`config.mk`:
```
export PLATFORM = sky130hd
export DESIGN_NAME = hazard_fwd_ctrl_flat
export DESIGN_NICKNAME = d
export VERILOG_FILES = /design/src/rtl/hazard_pkg.sv /design/src/rtl/hazard_fwd_ctrl_if.sv /design/src/rtl/hazard_stage_reg.sv /design/src/rtl/hazard_fwd_ctrl.sv /design/src/flat_wrapper.sv
export SDC_FILE = /design/constraint.sdc
export NUM_CORES = 1
export LEC_CHECK = 0
export BUFFER_PORTS_ARGS = -buffer_cell sky130_fd_sc_hd__buf_2
export CORE_ASPECT_RATIO = 0.6
export CORE_MARGIN = 5
export CORE_UTILIZATION = 59
export CTS_CLUSTER_DIAMETER = 60
export DETAILED_ROUTE_END_ITERATION = 6
export PLACE_DENSITY_LB_ADDON = 0.15
export REMOVE_ABC_BUFFERS = 1
export SLEW_MARGIN = 20
export SYNTH_ARGS = -nofsm -noshare
export SYNTH_HDL_FRONTEND = slang
export SYNTH_SLANG_ARGS = --single-unit
```
`constraint.sdc`:
```
create_clock -name clk -period 4.6 [get_ports clk]
set_clock_uncertainty 0.15 [all_clocks]
set_input_delay 0.23 -clock clk [delete_from_list [all_inputs] [get_ports clk]]
set_output_delay 0.23 -clock clk [all_outputs]
set_load 0.01 [all_outputs]
```
`src/rtl/hazard_pkg.sv`:
```
// Shared types and helpers for the hazard / forwarding controller.
// Select codes follow the din order of the datapath's 3-input operand muxes.
package hazard_pkg;

    localparam int unsigned REC_RW = 5;
    localparam int unsigned REC_TW = 2;

    localparam logic [1:0] SEL_REG   = 2'd0;
    localparam logic [1:0] SEL_M     = 2'd1;
    localparam logic [1:0] SEL_W     = 2'd2;
    localparam logic [1:0] TUSE_NONE = 2'd3;

    typedef struct packed {
        logic [REC_RW-1:0] a3;
        logic [REC_TW-1:0] tnew;
        logic [REC_RW-1:0] rs;
        logic [REC_RW-1:0] rt;
    } stage_rec_t;

    function automatic logic [REC_TW-1:0] sat_dec(input logic [REC_TW-1:0] t);
        return (t == '0) ? '0 : t - REC_TW'(1);
    endfunction

    // A stage can supply a register only once its result actually exists.
    function automatic logic src_match(input stage_rec_t r, input logic [REC_RW-1:0] addr);
        return (r.a3 == addr) && (r.a3 != '0) && (r.tnew == '0);
    endfunction

    // Youngest producer wins: M before W.
    function automatic logic [1:0] fwd_sel(input stage_rec_t m, input stage_rec_t w,
                                           input logic [REC_RW-1:0] addr);
        if (src_match(m, addr)) begin
            return SEL_M;
        end else if (src_match(w, addr)) begin
            return SEL_W;
        end
        return SEL_REG;
    endfunction

endpackage

```
`src/rtl/hazard_fwd_ctrl_if.sv`:
```
// Operand-mux control bundle between the pipeline datapath (master) and the
// hazard / forwarding controller (slave).
interface hazard_fwd_ctrl_if
    import hazard_pkg::*;
#(
    parameter int unsigned TW = REC_TW,
    parameter int unsigned RW = REC_RW
);

    logic [RW-1:0] d_rs;
    logic [RW-1:0] d_rt;
    logic [TW-1:0] d_tuse_rs;
    logic [TW-1:0] d_tuse_rt;
    logic [RW-1:0] d_a3;
    logic [TW-1:0] d_tnew;

    logic [1:0]    fwd_d_rs;
    logic [1:0]    fwd_d_rt;
    logic [1:0]    fwd_e_rs;
    logic [1:0]    fwd_e_rt;
    logic [1:0]    fwd_m_rt;
    logic          stall;

    modport master (
        output d_rs, d_rt, d_tuse_rs, d_tuse_rt, d_a3, d_tnew,
        input  fwd_d_rs, fwd_d_rt, fwd_e_rs, fwd_e_rt, fwd_m_rt, stall
    );

    modport slave (
        input  d_rs, d_rt, d_tuse_rs, d_tuse_rt, d_a3, d_tnew,
        output fwd_d_rs, fwd_d_rt, fwd_e_rs, fwd_e_rt, fwd_m_rt, stall
    );

endinterface

```
`src/rtl/hazard_stage_reg.sv`:
```
// One pipeline-stage record {a3, tnew, rs, rt}; cleared by reset or bubble.
// Any tnew decrement is applied by the parent on rec_in.
module hazard_stage_reg
    import hazard_pkg::*;
(
    input  logic       clk,
    input  logic       reset,
    input  logic       bubble,
    input  stage_rec_t rec_in,
    output stage_rec_t rec_out
);

    stage_rec_t rec_q;

    always_ff @(posedge clk) begin
        if (reset || bubble) begin
            rec_q <= '0;
        end else begin
            rec_q <= rec_in;
        end
    end

    assign rec_out = rec_q;

endmodule

```
`src/rtl/hazard_fwd_ctrl.sv`:
```
// Stall and forwarding-select generation for the 5-stage pipeline. Tracks the
// E/M/W producers; all outputs are combinational from those records and D.
module hazard_fwd_ctrl
    import hazard_pkg::*;
#(
    parameter int unsigned TW = REC_TW,
    parameter int unsigned RW = REC_RW
) (
    input logic              clk,
    input logic              reset,
    hazard_fwd_ctrl_if.slave bus
);

    logic [RW-1:0] d_rs;
    logic [RW-1:0] d_rt;
    logic [RW-1:0] d_a3;
    logic [TW-1:0] d_tuse_rs;
    logic [TW-1:0] d_tuse_rt;
    logic [TW-1:0] d_tnew;

    assign d_rs      = bus.d_rs;
    assign d_rt      = bus.d_rt;
    assign d_a3      = bus.d_a3;
    assign d_tuse_rs = bus.d_tuse_rs;
    assign d_tuse_rt = bus.d_tuse_rt;
    assign d_tnew    = bus.d_tnew;

    stage_rec_t e_in, m_in, w_in;
    stage_rec_t e_q, m_q, w_q;
    logic       stall;

    always_comb begin
        e_in = '{a3: d_a3, tnew: d_tnew, rs: d_rs, rt: d_rt};
        m_in = '{a3: e_q.a3, tnew: sat_dec(e_q.tnew), rs: e_q.rs, rt: e_q.rt};
        w_in = '{a3: m_q.a3, tnew: sat_dec(m_q.tnew), rs: m_q.rs, rt: m_q.rt};
    end

    // On stall D is held upstream, so E takes a bubble while M and W drain.
    hazard_stage_reg u_stage_e (
        .clk     (clk),
        .reset   (reset),
        .bubble  (stall),
        .rec_in  (e_in),
        .rec_out (e_q)
    );

    hazard_stage_reg u_stage_m (
        .clk     (clk),
        .reset   (reset),
        .bubble  (1'b0),
        .rec_in  (m_in),
        .rec_out (m_q)
    );

    hazard_stage_reg u_stage_w (
        .clk     (clk),
        .reset   (reset),
        .bubble  (1'b0),
        .rec_in  (w_in),
        .rec_out (w_q)
    );

    // W's source fields are carried for symmetry but never compared.
    logic unused_w_src;
    assign unused_w_src = ^{w_q.rs, w_q.rt};

    // W results always exist by the time they reach W, so only E and M can stall.
    function automatic logic raw_stall(input stage_rec_t e, input stage_rec_t m,
                                       input logic [REC_RW-1:0] addr,
                                       input logic [REC_TW-1:0] tuse);
        return (addr != '0) &&
               (((e.a3 == addr) && (e.tnew > tuse)) ||
                ((m.a3 == addr) && (m.tnew > tuse)));
    endfunction

    always_comb begin
        stall = raw_stall(e_q, m_q, d_rs, d_tuse_rs) ||
                raw_stall(e_q, m_q, d_rt, d_tuse_rt);
    end

    assign bus.stall    = stall;
    assign bus.fwd_d_rs = fwd_sel(m_q, w_q, d_rs);
    assign bus.fwd_d_rt = fwd_sel(m_q, w_q, d_rt);
    assign bus.fwd_e_rs = fwd_sel(m_q, w_q, e_q.rs);
    assign bus.fwd_e_rt = fwd_sel(m_q, w_q, e_q.rt);
    assign bus.fwd_m_rt = src_match(w_q, m_q.rt) ? SEL_W : SEL_REG;

endmodule

```
`src/flat_wrapper.sv`:
```
// flat-port wrapper written by rule: the top's interface ports become plain ports
module hazard_fwd_ctrl_flat import hazard_pkg::*;
#(
    parameter int unsigned TW = REC_TW,
    parameter int unsigned RW = REC_RW
)
  (clk, reset, bus_d_rs, bus_d_rt, bus_d_tuse_rs, bus_d_tuse_rt, bus_d_a3, bus_d_tnew, bus_fwd_d_rs, bus_fwd_d_rt, bus_fwd_e_rs, bus_fwd_e_rt, bus_fwd_m_rt, bus_stall);
  hazard_fwd_ctrl_if #(.TW(TW), .RW(RW)) bus_i ();
  input logic clk;
  input logic reset;
  input wire logic [$bits(bus_i.d_rs)-1:0] bus_d_rs;
  input wire logic [$bits(bus_i.d_rt)-1:0] bus_d_rt;
  input wire logic [$bits(bus_i.d_tuse_rs)-1:0] bus_d_tuse_rs;
  input wire logic [$bits(bus_i.d_tuse_rt)-1:0] bus_d_tuse_rt;
  input wire logic [$bits(bus_i.d_a3)-1:0] bus_d_a3;
  input wire logic [$bits(bus_i.d_tnew)-1:0] bus_d_tnew;
  output wire logic [$bits(bus_i.fwd_d_rs)-1:0] bus_fwd_d_rs;
  output wire logic [$bits(bus_i.fwd_d_rt)-1:0] bus_fwd_d_rt;
  output wire logic [$bits(bus_i.fwd_e_rs)-1:0] bus_fwd_e_rs;
  output wire logic [$bits(bus_i.fwd_e_rt)-1:0] bus_fwd_e_rt;
  output wire logic [$bits(bus_i.fwd_m_rt)-1:0] bus_fwd_m_rt;
  output wire logic [$bits(bus_i.stall)-1:0] bus_stall;
  assign bus_i.d_rs = bus_d_rs;
  assign bus_i.d_rt = bus_d_rt;
  assign bus_i.d_tuse_rs = bus_d_tuse_rs;
  assign bus_i.d_tuse_rt = bus_d_tuse_rt;
  assign bus_i.d_a3 = bus_d_a3;
  assign bus_i.d_tnew = bus_d_tnew;
  assign bus_fwd_d_rs = bus_i.fwd_d_rs;
  assign bus_fwd_d_rt = bus_i.fwd_d_rt;
  assign bus_fwd_e_rs = bus_i.fwd_e_rs;
  assign bus_fwd_e_rt = bus_i.fwd_e_rt;
  assign bus_fwd_m_rt = bus_i.fwd_m_rt;
  assign bus_stall = bus_i.stall;
  hazard_fwd_ctrl #(.TW(TW), .RW(RW)) u_core (.clk(clk), .reset(reset), .bus(bus_i));
endmodule
```
**After elaboration in Yosys (flattened, before gate mapping)**

Cells that the tools add are included.

- Flip-flop bits (word level): 36
- Latch bits: 0
- Memory bits (writable): 0
- ROM bits: 0
- Input bits: 23
- Memories kept: 0

- $add $sub $neg: 2
- Multipliers: 0
- Divide/modulo/power cells: 0
- $lt $le $gt $ge: 4
- Eq/ne operators: 11
- Shift-type cells: 0
- Multiplexer cells: 21
- Bitwise operators: 0
- Reduce and logical (&&, ||, !) cells: 37

Operator list:

| kind | count |
|---|---|
| $eq 5x5->1 | 11 |
| $mux 2 | 13 |
| $logic_and 1x1->1 | 24 |
| $reduce_bool 5->1 | 4 |
| $gt 2x2->1 | 4 |
| $mux 1 | 8 |
| $logic_not 2->1 | 3 |
| $logic_or 1x1->1 | 4 |
| $reduce_or 2->1 | 2 |
| $sub 2x1->2 const B | 2 |

**Logic depth before layout (Yosys ltp)**

- Depth after elaboration: 6
- Depth in mapped cells: 8
- Mapped depth without buffers: 7

**Modules after synthesis**

A second synthesis with hierarchy kept.

- Cells, all modules: 246
- Area, all modules: 2713.9 sq um

Modules (own cells, without submodules):

| module | times used | cells an instance | area an instance (sq um) | sequential area each (sq um) |
|---|---|---|---|---|
| hazard_stage_reg | 3 | 38 | 571.8 | 340.3 |
| hazard_fwd_ctrl | 1 | 132 | 998.5 | 0.0 |

**Worst setup path before layout**

OpenSTA, ideal clock, no wires.

- Path type: register to output
- From: register u_core.u_stage_m.rec_q (netlist bit u_core.u_stage_m.rec_out[12])
- To: output bus_fwd_e_rs[1]
- Arrival: 1794 ps
- Required time: 4220 ps
- Path slack: 2426 ps
- Cell stages (with the launch flop): 6
- Buffers on the path: 1
- Cell sequence: dfxtp_1 -> clkbuf_1 -> or4_1 -> o21ai_1 -> nor4_1 -> nor4_1

- Cells in the longest elaborated chain, start to end: 5
- Elaborated cells between the ends (all ways): 7
- Classes of those cells: eq/ne: 1; mux: 3; reduce/logical: 3

Ends and longest elaborated chain:

| element | line | text |
|---|---|---|
| start: declaration | hazard_stage_reg.sv:13 | `stage_rec_t rec_q;` |
| start signal: assignment | hazard_stage_reg.sv:19 | `rec_q <= rec_in;` |
| $eq 5x5->1 or $reduce_bool 5->1 (tied branches) | hazard_pkg.sv:26 | `return (r.a3 == addr) && (r.a3 != '0) && (r.tnew == '0);` |
| $logic_and 1x1->1 * (2 in series) | hazard_pkg.sv:26 |  |
| $mux 2 or $mux 1 (tied branches) | hazard_pkg.sv:32 | `if (src_match(m, addr)) begin` |
| $mux 2 * | hazard_pkg.sv:37 | `return SEL_REG;` |
| end: declaration | flat_wrapper.sv:19 | `output wire logic [$bits(bus_i.fwd_e_rs)-1:0] bus_fwd_e_rs;` |

Mark *: on every way between the ends. The rest lies on a longest branch, timed or not.

**Worst setup path in the final report**

- From: register u_core.u_stage_m.rec_q (netlist bit u_core.u_stage_m.rec_out[12])
- To: output bus_fwd_d_rt[1]

- Cells in the longest elaborated chain, start to end: 5
- Elaborated cells between the ends (all ways): 7
- Classes of those cells: eq/ne: 1; mux: 3; reduce/logical: 3

Ends and longest elaborated chain:

| element | line | text |
|---|---|---|
| $eq 5x5->1 or $reduce_bool 5->1 (tied branches) | hazard_pkg.sv:26 |  |
| $logic_and 1x1->1 * (2 in series) | hazard_pkg.sv:26 |  |
| $mux 2 or $mux 1 (tied branches) | hazard_pkg.sv:32 |  |
| $mux 2 * | hazard_pkg.sv:37 |  |
| end: declaration | flat_wrapper.sv:18 | `output wire logic [$bits(bus_i.fwd_d_rt)-1:0] bus_fwd_d_rt;` |

Marked as above.

==> impl_metrics.tcl <==
set metrics [dict create \
    outcome "complete, no violations" \
    tightestPinTransition_ns 0.749 \
    internal_power_uw 494 \
    synth_top_area_share 0.370 \
    p_per_area_nw_per_um2 305 \
    io_buffers 32 \
    hold_violations 0 \
    hp-start "bus_d_rt[2]" \
    fmax_mhz 369 \
    initial_core_util 0.605 \
    cap_violations 0 \
    yosysWarningCount 0 \
    post_drt_via_cell_ratio 5.38 \
    rsz0062_at_grt "false" \
    seqPwrFrac 0.512 \
    ant_nets 0 \
    slew-limit-headroom 0.496 \
    final_cell_mix "36 x dfxtp_1, 32 x buf_2, 29 x xnor2_1" \
    grt_overflow 0 \
    syn_inst 209 \
    finish.net_count 274 \
    worstReg2RegStart "u_core.u_stage_m.rec_out[11]$_SDFF_PP0_" \
    rrSetupSlack_ns 2.33 \
    drive_gt1_frac 0.166 \
    grt_use_total 0.229 \
    coreArea_um2 3220 \
    hp-class "input pin to flip-flop" \
    die_area_um2 4590 \
    antenna_found_initial 0 \
    cts_inserted_buffers 5 \
    critical_path_class "flip-flop to output port" \
    worstSetupStartpointType "flip-flop" \
    row_count 16 \
    r2r_end "u_core.u_stage_e.rec_out[0]$_SDFF_PP0_" \
    hold_end "u_core.u_stage_e.rec_out[2]$_SDFF_PP0_" \
    fin_cells 286 \
    vias 1540 \
    post-cts-setup-buffers 0 \
    switchingPower_uw 192 \
    power_frac_comb 0.178 \
    routed_wirelength_mm 4.71 \
    diodes 0 \
    cts_tree "built" \
    place.gp.congestion 0.910 \
    drt_first_pass_iters 4 \
    avgSynthCellArea_um2 9.33 \
    cts_max_path_buffers 2 \
    crit_path_max_fanout 6 \
    first_global_vias 1570 \
    layout_commonest_cell "dfxtp_1" \
    synth_top_cell_by_area "dfxtp_1" \
    drt_iter0_drc 95 \
    grt_max_degree 21 \
    clock_sinks 36 \
    crit_arrival_ns 2.33 \
    path_clk_slew_ns 0.07 \
    synth-seq-area-share 0.370 \
    post-route-drc-count 0 \
    clkLatencyLatePin_ns 0.29 \
    area_growth_pct 15.4 \
    cts-htree-levels 2 \
    cts-root-buf "clkbuf_8" \
    hold_ws_ns 0.0924 \
    hold_path_depth 2 \
    slew_violations 0 \
    totalNegativeSetupSlack_ns 0 \
    placedCellCount 272 \
    fp.dieH_um 54.5 \
    finalSetupViolations 0 \
    min_period_over_period 0.590 \
    netlist_area_um2 1950 \
    p_leak_uw 0.00100 \
    end_kind "output port" \
    dpl.hpwl_mm 3.49 \
    required_ns 4.22 \
    ios 34 \
    routedWlPerCell_um 16.5 \
    grt_pass1_wl_mm 7.81 \
    ff2ff_path_depth 6 \
    max-vdd-ir-drop_mv 0.184 \
    worstSetupStartpoint "u_core.u_stage_m.rec_out[12]$_SDFF_PP0_" \
    switching_share 0.280 \
    synth_cell_types 23 \
    min_period_ns 2.71 \
    p_clk_frac 0.310 \
    synth_area_leaders "dfxtp_1 37%, xnor2_1 13%, xor2_1 12%" \
    ys_ff_latch 36 \
    die_w_um 84.2 \
]
==> final cells by class <==
type | instances | area, um^2
fill | 266 | 973
sequential | 36 | 721
tap | 45 | 56.3
timing repair buffer | 39 | 230
inverter | 7 | 26.3
clock inverter | 1 | 5.00
clock buffer | 6 | 72.6
multi-input combinational | 152 | 1140
==> cells by family (layout without fill, tap and decap cells) <==
kind of cell,count (synthesis),after routing,share of synthesized area
AO/OA/AOI/OAI,8,8,0.0282
XOR/XNOR,55,55,0.247
adder cells (fa/ha/maj),10,10,0.0642
buffers and inverters,21,53,0.0462
flip-flops,36,36,0.370
other,1,1,0.00192
AND/OR/NAND/NOR,78,78,0.243
==> power groups by stage <==
| stage | Combinational (uW) | Sequential [uW] | Clock, uW |
|---|---|---|---|
| floorplan | 77.8 | 351 | 0 |
| global placement | 109 | 357 | 0 |
| detailed placement | 116 | 358 | 0 |
| CTS | 121 | 351 | 214 |
| global route | 137 | 353 | 228 |
| finish | 122 | 351 | 212 |
==> critical path, cell delays in order, from the launching register on <==
cell	delay (ns)
dfxtp_1	0.42
or4_1	0.56
o21ai_1	0.34
nor3_1	0.15
nor4_1	0.38
buf_2	0.20
==> flip-flops by register name (all words and copies together) (netlist names) <==
signal	cells
u_core.u_stage_m.rec_out	12
u_core.u_stage_w.rec_out	7
u_core.u_stage_e.rec_out	17
==> how the worst max path moves through the flow <==
stage,end,cells past startpoint
3_5_place_dp,bus_fwd_d_rt[1],5
5_1_grt,bus_stall,7
2_1_floorplan,bus_fwd_e_rs[1],4
3_3_place_gp,bus_fwd_d_rt[1],5
4_1_cts,bus_fwd_d_rt[1],5
6_report,bus_fwd_d_rt[1],5
==> cells in the mapped netlist, drive strengths merged <==
| cell type | instances |
|---|---|
| nor2 | 3 |
| nor3 | 9 |
| nand3 | 7 |
| inv | 7 |
| nor4 | 9 |
| ha | 10 |
| buf | 2 |
| xnor2 | 29 |
| nand2 | 6 |
| dfxtp | 36 |
| and2 | 17 |
| clkbuf | 12 |
| nor2b | 19 |
| o21ai | 4 |
| o2111ai | 2 |
| o41ai | 2 |
| conb | 1 |
| xor2 | 26 |
| or4 | 8 |
==> per-layer routing <==
metal  part of all wire  up-vias  track usage  wire, um
met5                  0        -            0         0
met4             0.0074        0       0.0856        35
met3              0.092        6       0.0737       433
met2               0.47       67        0.380      2210
met1               0.43      719        0.286      2030
li1                   -      748            -         -
==> what timing repair did <==
| action | CTS | global route |
|---|---|---|
| hold buffers | 7 | 0 |
| endpoints found under the setup margin | 0 | 0 |
| hold endpoints to repair | 7 | 0 |
| resized for setup | 0 | 0 |
==> stage by stage <==
stage / setup WS (ns) / total power, uW / area [um^2] / util
after global routing: 1.75 / 718 / 2250 / 0.698
after global placement: 2.26 / 466 / 2100 / 0.652
after floorplan: 2.52 / 428 / 1890 / -
final: 1.89 / 686 / 2250 / 0.698
after CTS: 1.91 / 685 / 2250 / 0.698
after detailed placement: 2.23 / 474 / 2100 / 0.652
Note: power is estimated with default switching activity, not from simulation.
